**config.mk**
```make
export PLATFORM = sky130hd
export DESIGN_NAME = fp_cmp_reduce_pipe
export DESIGN_NICKNAME = d
export VERILOG_FILES = /design/src/rtl/fp_cmp_reduce_pipe.sv
export SDC_FILE = /design/constraint.sdc
export NUM_CORES = 1
export LEC_CHECK = 0
export CORE_UTILIZATION = 55
export CTS_CLUSTER_SIZE = 10
export DETAILED_ROUTE_END_ITERATION = 7
export HOLD_SLACK_MARGIN = 0.05
export MAX_ROUTING_LAYER = met4
export PLACE_DENSITY = 0.8
export SLEW_MARGIN = 20
export SYNTH_ARGS = -nofsm -noshare
export SYNTH_HDL_FRONTEND = slang
export SYNTH_SLANG_ARGS = --single-unit
```
**constraint.sdc**
```tcl
create_clock -name clk -period 6.24 [get_ports clk]
set_clock_uncertainty 0.05 [all_clocks]
set_input_delay 0.936 -clock clk [delete_from_list [all_inputs] [get_ports clk]]
set_output_delay 0.936 -clock clk [all_outputs]
set_load 0.01 [all_outputs]
```
**src/rtl/fp_cmp_reduce_pipe.sv**
```systemverilog
// Pipelined FloPoCo float comparator with GT/GE/EQ/LT, unordered, min/max
// and a grouped running max/min reducer for slab tests.
// Ports: clk, rst (async high); in_valid, inA, inB, red_en, red_max,
//   in_first, in_last in; out_valid, gt, ge, eq, lt, unordered, max_out,
//   min_out, red_valid, red_out, red_nan out. Latency = STAGES cycles.
module fp_cmp_reduce_pipe #(
  parameter  int WE     = 11,
  parameter  int WF     = 6,
  parameter  int STAGES = 2,
  localparam int W      = WE + WF + 3
) (
  input  logic         clk,
  input  logic         rst,
  input  logic         in_valid,
  input  logic [W-1:0] inA,
  input  logic [W-1:0] inB,
  input  logic         red_en,
  input  logic         red_max,
  input  logic         in_first,
  input  logic         in_last,
  output logic         out_valid,
  output logic         gt,
  output logic         ge,
  output logic         eq,
  output logic         lt,
  output logic         unordered,
  output logic [W-1:0] max_out,
  output logic [W-1:0] min_out,
  output logic         red_valid,
  output logic [W-1:0] red_out,
  output logic         red_nan
);

  typedef struct packed {
    logic         v;
    logic         gt;
    logic         ge;
    logic         eq;
    logic         lt;
    logic         un;
    logic [W-1:0] mx;
    logic [W-1:0] mn;
    logic [W-1:0] a;
    logic         ren;
    logic         rmax;
    logic         first;
    logic         last;
  } beat_t;

  function automatic logic is_nan(input logic [W-1:0] x);
    return x[W-1:W-2] == 2'b11;
  endfunction

  // Map an operand to an unsigned key whose integer order is the float
  // order: magnitude = {class, exp, frac}; negatives are bit-inverted
  // below the positive half. Zero of either sign lands on {1, 0...}.
  function automatic logic [W-1:0] okey(input logic [W-1:0] x);
    logic [W-2:0] mag;
    unique case (x[W-1:W-2])
      2'b00:   mag = '0;
      2'b01:   mag = {2'b01, x[WE+WF-1:0]};
      default: mag = {2'b10, {(WE+WF){1'b0}}};
    endcase
    if (x[W-3] && (x[W-1:W-2] != 2'b00)) return {1'b0, ~mag};
    return {1'b1, mag};
  endfunction

  logic [W-1:0] ka;
  logic [W-1:0] kb;
  logic         na;
  logic         nb;
  beat_t        r0;

  assign ka = okey(inA);
  assign kb = okey(inB);
  assign na = is_nan(inA);
  assign nb = is_nan(inB);

  always_comb begin
    r0       = '0;
    r0.v     = in_valid;
    r0.a     = inA;
    r0.ren   = red_en;
    r0.rmax  = red_max;
    r0.first = in_first;
    r0.last  = in_last;
    r0.un    = na | nb;
    if (na | nb) begin
      r0.mx = na ? inA : inB;
      r0.mn = na ? inA : inB;
    end else begin
      r0.gt = ka > kb;
      r0.eq = ka == kb;
      r0.lt = ka < kb;
      r0.ge = (ka > kb) | (ka == kb);
      r0.mx = (ka < kb) ? inB : inA;
      r0.mn = (ka > kb) ? inB : inA;
    end
  end

  // Data only advances with a valid beat so the last result holds.
  beat_t rq [1:STAGES];

  always_ff @(posedge clk or posedge rst) begin
    if (rst) begin
      for (int k = 1; k <= STAGES; k++) rq[k] <= '0;
    end else begin
      rq[1].v <= r0.v;
      if (r0.v) rq[1] <= r0;
      for (int k = 2; k <= STAGES; k++) begin
        rq[k].v <= rq[k-1].v;
        if (rq[k-1].v) rq[k] <= rq[k-1];
      end
    end
  end

  assign out_valid = rq[STAGES].v;
  assign gt        = rq[STAGES].gt;
  assign ge        = rq[STAGES].ge;
  assign eq        = rq[STAGES].eq;
  assign lt        = rq[STAGES].lt;
  assign unordered = rq[STAGES].un;
  assign max_out   = rq[STAGES].mx;
  assign min_out   = rq[STAGES].mn;

  // Reducer updates on the same edge that loads the output stage, so
  // red_valid lines up with the out_valid of the group's last beat.
  beat_t pre;

  generate
    if (STAGES == 1) begin : g_pre1
      assign pre = r0;
    end else begin : g_pren
      assign pre = rq[STAGES-1];
    end
  endgenerate

  logic [W-1:0] acc;
  logic [W-1:0] acc_n;
  logic         act;
  logic         act_n;
  logic         rmax_q;
  logic         rmax_n;
  logic         snan;
  logic         snan_n;
  logic         rv_n;
  logic         take;
  logic         better;
  logic [W-1:0] kp;
  logic [W-1:0] kacc;

  assign kp     = okey(pre.a);
  assign kacc   = okey(acc);
  assign better = rmax_q ? (kp > kacc) : (kp < kacc);
  assign take   = pre.v & pre.ren & (pre.first | act);

  always_comb begin
    acc_n  = acc;
    act_n  = act;
    rmax_n = rmax_q;
    snan_n = snan;
    rv_n   = 1'b0;
    if (pre.v & pre.ren & pre.first) begin
      acc_n  = pre.a;
      rmax_n = pre.rmax;
      snan_n = is_nan(pre.a);
      act_n  = 1'b1;
    end else if (take) begin
      // A NaN-seeded accumulator is replaced by the first real value.
      if (is_nan(pre.a)) snan_n = 1'b1;
      else if (is_nan(acc) || better) acc_n = pre.a;
    end
    if (take & pre.last) begin
      rv_n  = 1'b1;
      act_n = 1'b0;
    end
  end

  always_ff @(posedge clk or posedge rst) begin
    if (rst) begin
      acc       <= '0;
      act       <= 1'b0;
      rmax_q    <= 1'b0;
      snan      <= 1'b0;
      red_valid <= 1'b0;
      red_out   <= '0;
      red_nan   <= 1'b0;
    end else begin
      acc       <= acc_n;
      act       <= act_n;
      rmax_q    <= rmax_n;
      snan      <= snan_n;
      red_valid <= rv_n;
      if (rv_n) begin
        red_out <= acc_n;
        red_nan <= snan_n;
      end
    end
  end

endmodule

```
Yosys cells after proc, flatten, opt, wreduce, memory -nomap -nowiden
Index checks and enable logic that the tools add are counted.
{ "classes": {"muxes": 34, "eq_ne": 9, "order_cmp": 4, "n_bitwise": 11, "n_reduce_logical": 14} }
{ "ops": {"columns": ["op", "n"], "rows": [
  ["20-bit 2-to-1 mux", 15],
  ["19-bit one-hot mux with 2 select lines", 4],
  ["70-bit 2-to-1 mux", 2],
  ["19-bit inverter", 4],
  ["20-bit greater-than comparator", 2],
  ["20-bit less-than comparator", 2],
  ["40-bit 2-to-1 mux", 1],
  ["20-bit equality test", 1],
  ["1-bit 2-to-1 mux", 11],
  ["2-bit nonzero test", 5],
  ["2-bit by 1-bit equality test with 1-bit output, second input constant", 4],
  ["2-bit equality test, second input constant", 4],
  ["2-bit zero test", 4],
  ["1-bit AND", 4],
  ["1-bit logical AND", 4],
  ["4-bit 2-to-1 mux", 1],
  ["1-bit OR", 3],
  ["1-bit logical OR", 1]
]} }
{ "totals": {"in_bits": 47, "regBits": 185} }

Depth between registers and ports, before layout
{ "depth": {"ltp_word": 12, "mapped_depth": 18, "depth_no_buf": 15} }

Least setup slack after synthesis
No wires, ideal clock.
{ "synth_timing": {"path_type": "input -> register", "start": "input inB[19]", "end": "register rq (netlist bit pre[44])", "path_slack_ps": 2224, "required_time_ps": 6053, "setup_ps": 137, "n_path_buf": 6, "stages": 17, "arrival_time_ps": 3829, "cell_sequence": "clkbuf_1 -> and2_1 -> clkbuf_1 -> clkbuf_1 -> a21oi_1 -> ha_1 -> a21oi_1 -> o21ai_0 -> a221oi_1 -> o21ai_0 -> or2_1 -> clkbuf_1 -> a21oi_1 -> buf_4 -> buf_6 -> mux2i_1 -> a21oi_1"} }
{ "synth_via": {"elab_chain_cells": 8, "elab_cells_between_ends": 14, "cone_classes": "1 x order compare; 2 x eq/ne; 6 x mux; 2 x bitwise; 3 x reduce/logical"} }
{ "synth_rtl": {"columns": ["item", "line", "source"], "rows": [
  ["from (decl)", "16", "input logic [W-1:0] inB,"],
  ["2-bit by 1-bit equality test with 1-bit output or 2-bit zero test (tied branches)", "59", "unique case (x[W-1:W-2])"],
  ["19-bit one-hot mux with 2 select lines", "59", null],
  ["19-bit inverter", "64", "if (x[W-3] && (x[W-1:W-2] != 2'b00)) return {1'b0, ~mag};"],
  ["20-bit 2-to-1 mux", "64", null],
  ["20-bit 2-to-1 mux", "65", "return {1'b1, mag};"],
  ["20-bit less-than comparator", "96", "r0.mx = (ka < kb) ? inB : inA;"],
  ["20-bit 2-to-1 mux", "96", null],
  ["40-bit 2-to-1 mux (*)", "88", "if (na | nb) begin"],
  ["to (decl)", "102", "beat_t rq [1:STAGES];"]
]} }
Every way passes the cells marked *; elsewhere a longest branch is shown, timed or not. The select of a mux whose other input is x is not followed.
A chain may end at the register's enable or synchronous reset.

Worst setup path after layout
{ "layout_timing": {"start": "register acc[17]", "end": "register red_out[12]"} }
{ "layout_via": {"elab_chain_cells": 10, "elab_cells_between_ends": 11, "cone_classes": "2 x order compare; 7 x mux; 2 x reduce/logical"} }
{ "layout_rtl": {"columns": ["item", "line", "source"], "rows": [
  ["from (decl)", "138", "logic [W-1:0] acc;"],
  ["from (signal assigned)", "189", "acc <= acc_n;"],
  ["1-bit logical AND (*)", "64", null],
  ["1-bit 2-to-1 mux (*)", "64", null],
  ["20-bit 2-to-1 mux (*)", "65", null],
  ["20-bit less-than comparator or 20-bit greater-than comparator (tied branches)", "154", "assign better = rmax_q ? (kp > kacc) : (kp < kacc);"],
  ["1-bit 2-to-1 mux (*)", "154", null],
  ["1-bit logical OR (*)", "171", "else if (is_nan(acc) || better) acc_n = pre.a;"],
  ["20-bit 2-to-1 mux (*)", "171", null],
  ["20-bit 2-to-1 mux (*)", "170", "if (is_nan(pre.a)) snan_n = 1'b1;"],
  ["20-bit 2-to-1 mux (*)", "168", "end else if (take) begin"],
  ["20-bit 2-to-1 mux (*)", "163", "if (pre.v & pre.ren & pre.first) begin"],
  ["to (signal assigned)", "195", "red_out <= acc_n;"],
  ["to (decl)", "30", "output logic [W-1:0] red_out,"]
]} }
Every way passes the cells marked *; elsewhere a longest branch is shown, timed or not.

==> results.sh <==
export IMPL_power_density_mw_per_mm2=372
export IMPL_fin_crit_ns=5.02
export IMPL_cap_viol_max_count=0
export IMPL_cts_tree="yes"
export IMPL_cts_root_buffer="clkbuf_16"
export IMPL_h_tree_depth=4
export IMPL_period_share_pct=80.5
export IMPL_end_kind="flop"
export IMPL_wl_met1_um=9320
export IMPL_maxSlewViolCount=0
export IMPL_yosysWarnings=0
export IMPL_hold_buffers=0
export IMPL_yosysSeqAreaShare_pct=46.2
export IMPL_ctsResizeCount=0
export IMPL_drt_wl_total_um=20900
export IMPL_seq_power_share_pct=37.9
export IMPL_initial_core_util_pct=57.0
export IMPL_grt_max_degree=101
export IMPL_wire_per_inst_um=17.5
export IMPL_p_int_mw=2.62
export IMPL_slew_headroom_pct=24.6
export IMPL_portBuffers=114
export IMPL_grt_pass1_wl_um=34700
export IMPL_drc=0
export IMPL_post_cts_setup_buffers=0
export IMPL_core_mm2=0.0153
export IMPL_dr_wl_met3_um=1430
export IMPL_grt_use_total_pct=28.3
export IMPL_cp_arrival_ns=5.31
export IMPL_outcome="finished clean"
export IMPL_grt_pass1_vias=6737
export IMPL_tightest_slew_ns=1.13
export IMPL_drtIter0Drc=594
export IMPL_via_count=6942
export IMPL_wl_met2_um=9600
export IMPL_worst_slack_ns=1.22
export IMPL_netlist_instances=886
export IMPL_p_clk_share_pct=27.6
export IMPL_synth_seq_cells=161
export IMPL_pwr_share_comb_pct=34.5
export IMPL_rr_startpoint="acc[17]"
export IMPL_reg2reg_to="red_out[12]"
export IMPL_fp_dieArea_mm2=0.0164
export IMPL_ir_drop_uv=230
export IMPL_setup_tns_final_ns=0
export IMPL_worstPathRequired_ns=6.52
export IMPL_yosysUniqueCellTypes=46
export IMPL_switching_power_mw=1.31
export IMPL_rows=45
export IMPL_grt_remaining_overflow=0
export IMPL_antenna_found_initial=0
export IMPL_die_w_um=128
export IMPL_dr_max_layer_used="met4"
export IMPL_hold_class="reg2reg"
export IMPL_clkLatencyLatePin_ns=0.43
export IMPL_crit_type="reg2reg"
export IMPL_dieHeight_um=128
export IMPL_p_total_mw=3.93
export IMPL_place_congestion=0.947
export IMPL_final_nets=1056
export IMPL_ff2ff_path_depth=12
export IMPL_worstHoldStart="pre[2]"
export IMPL_ios=115
export IMPL_hold_end="rmax_q"
export IMPL_antennaDiodeCount=0
export IMPL_clock_fmax_ghz=0.199
export IMPL_r2r_slack_ns=1.22
export IMPL_synth_area_per_cell_um2=9.85
export IMPL_dp_worst_setup_slack_ns=0.852
export IMPL_dpl_hpwl_um=14300
export IMPL_clockBufferDepth=2
export IMPL_critPathLaunchType="flop"
export IMPL_swShare_pct=33.3
export IMPL_hold_ws_ns=0.433
export IMPL_dr_pass1_iters=6
export IMPL_via_per_inst=5.81
export IMPL_setup_viol=0
export IMPL_holdPathStages=2
export IMPL_synth_area_mm2=0.00873
export IMPL_drive_gt1_share_pct=15.8
export IMPL_crit_fanout=40
export IMPL_rsz0062_at_grt="false"
export IMPL_area_growth_pct=21.2
export IMPL_clk_pin_slew_ns=0.06
export IMPL_cts_sinks=161
export IMPL_ant_nets=0
export IMPL_power_leakage_nw=4.66
export IMPL_cts_made_buffers=17
export IMPL_hold_viol_final=0
export IMPL_syn_num_nets=972
export IMPL_nFillCells=1191
flip-flops by register name, indices dropped and copies added, names as in the netlist:
signal and cells:
eq 1, out_valid 1, acc 20, min_out 20, red_nan 1, pre 70
gt 1, red_valid 1, act 1, lt 1, max_out 20, snan 1
unordered 1, ge 1, rmax_q 1, red_out 20
power groups by stage:
| stage | Clock, mW | Combinational, mW | Sequential (mW) |
|---|---|---|---|
| 3_3_place_gp | 0 | 1.32 | 1.50 |
| 4_1_cts | 1.11 | 1.36 | 1.49 |
| 2_1_floorplan | 0 | 0.871 | 1.48 |
| 6_report | 1.09 | 1.36 | 1.49 |
| 3_5_place_dp | 0 | 1.35 | 1.50 |
| 5_1_grt | 1.15 | 1.52 | 1.52 |
Yosys cell counts (all sizes together):
| cell | n | area [um2] |
|---|---|---|
| dfrtp | 161 | 4030 |
| nand2 | 99 | 372 |
| mux2 | 95 | 1070 |
| a21oi | 85 | 437 |
| o21ai | 63 | 319 |
| nor2 | 58 | 218 |
| clkbuf | 50 | 188 |
| ha | 39 | 488 |
| inv | 39 | 146 |
| nand3 | 38 | 200 |
| mux2i | 26 | 260 |
| nor2b | 21 | 131 |
| a31oi | 20 | 125 |
| a21o | 18 | 135 |
| o221ai | 13 | 114 |
| buf | 12 | 100 |
| a21bo | 5 | 50.1 |
| and3 | 5 | 31.3 |
| nand4 | 5 | 31.3 |
| o21a | 4 | 30.0 |
| o22a | 4 | 35.0 |
| and2 | 3 | 18.8 |
| o22ai | 3 | 18.8 |
| a211oi | 2 | 15.0 |
| a221oi | 2 | 35.0 |
| a41oi | 2 | 17.5 |
| nand2b | 2 | 12.5 |
| o211a | 2 | 20.0 |
| o211ai | 2 | 15.0 |
| or2 | 2 | 15.0 |
| a311o | 1 | 10.0 |
| and4 | 1 | 8.76 |
| nor4 | 1 | 6.26 |
| o21bai | 1 | 7.51 |
| or4 | 1 | 7.51 |
| xor2 | 1 | 8.76 |
area by class of cell:
class / count / area, um2 / area share (%)
Timing Repair Buffer: 127 / 1240 / 11.7
Multi-Input combinational cell: 624 / 4270 / 40.4
Tap cell: 211 / 264 / 2.50
Clock inverter: 15 / 191 / 1.81
Clock buffer: 17 / 425 / 4.02
Inverter: 39 / 151 / 1.43
Sequential cell: 161 / 4030 / 38.1
logic make-up after synthesis:
logic type	count (synthesis)	share of synthesized area, %
AOI/OAI and AO/OA	227	15.9
xor gates and xnor gates	1	0.100
adders and majority gates	39	5.59
buffers and inverters	101	4.98
DFF	161	46.2
muxes	121	15.2
and+or+nand+nor	236	12.1
per-layer routing:
layer | global-route usage, % | vias up
li1 | - | 3293
met1 | 37.0 | 3354
met2 | 42.9 | 242
met3 | 6.47 | 53
met4 | 11.0 | 0
met5 | - | -
through the flow:
step	instance area [um2]	utilization [%]	std cells
3_5_place_dp	9950	65.0	1162
4_1_cts	10600	69.0	1194
5_1_grt	10600	69.0	1194
2_1_floorplan	8730	-	886
6_report	10600	69.0	1194
3_3_place_gp	9950	65.0	1162
layout by cell type (no fill, tap or decap), types with 21 or more instances in the layout:
cell type        netlist  routed
nand2_1               99      99
mux2_2                95      95
a21oi_1               84      82
o21ai_0               60      60
dfrtp_1              161     160
nor2b_1               21      21
nor2_1                58      58
nand3_1               36      36
clkdlybuf4s50_1        0     113
inv_1                 39      37
ha_1                  39      39
mux2i_1               26      26
how the worst max path moves through the flow:
stage / startpoint / to / slack (ns)
6_report: acc[17] / red_out[12] / 1.22
3_5_place_dp: inB[19] / pre[52] / 0.85
5_1_grt: acc[17] / red_out[12] / 0.88
2_1_floorplan: rst / acc[0] / 0.91
3_3_place_gp: inB[19] / pre[52] / 0.84
4_1_cts: acc[17] / red_out[12] / 1.23
critical path, cell delays in order (launching register included):
cell      delay (ns)
dfrtp_1         0.63
nor2_1          0.97
mux2_2          0.33
a21oi_1         0.08
ha_1            0.32
nor2b_1         0.13
o211a_1         0.20
o21ai_1         0.19
o211ai_1        0.20
a311o_1         0.47
a21oi_4         0.84
nand3_1         0.25
a31oi_1         0.26
(Power assumes the default switching activity.)
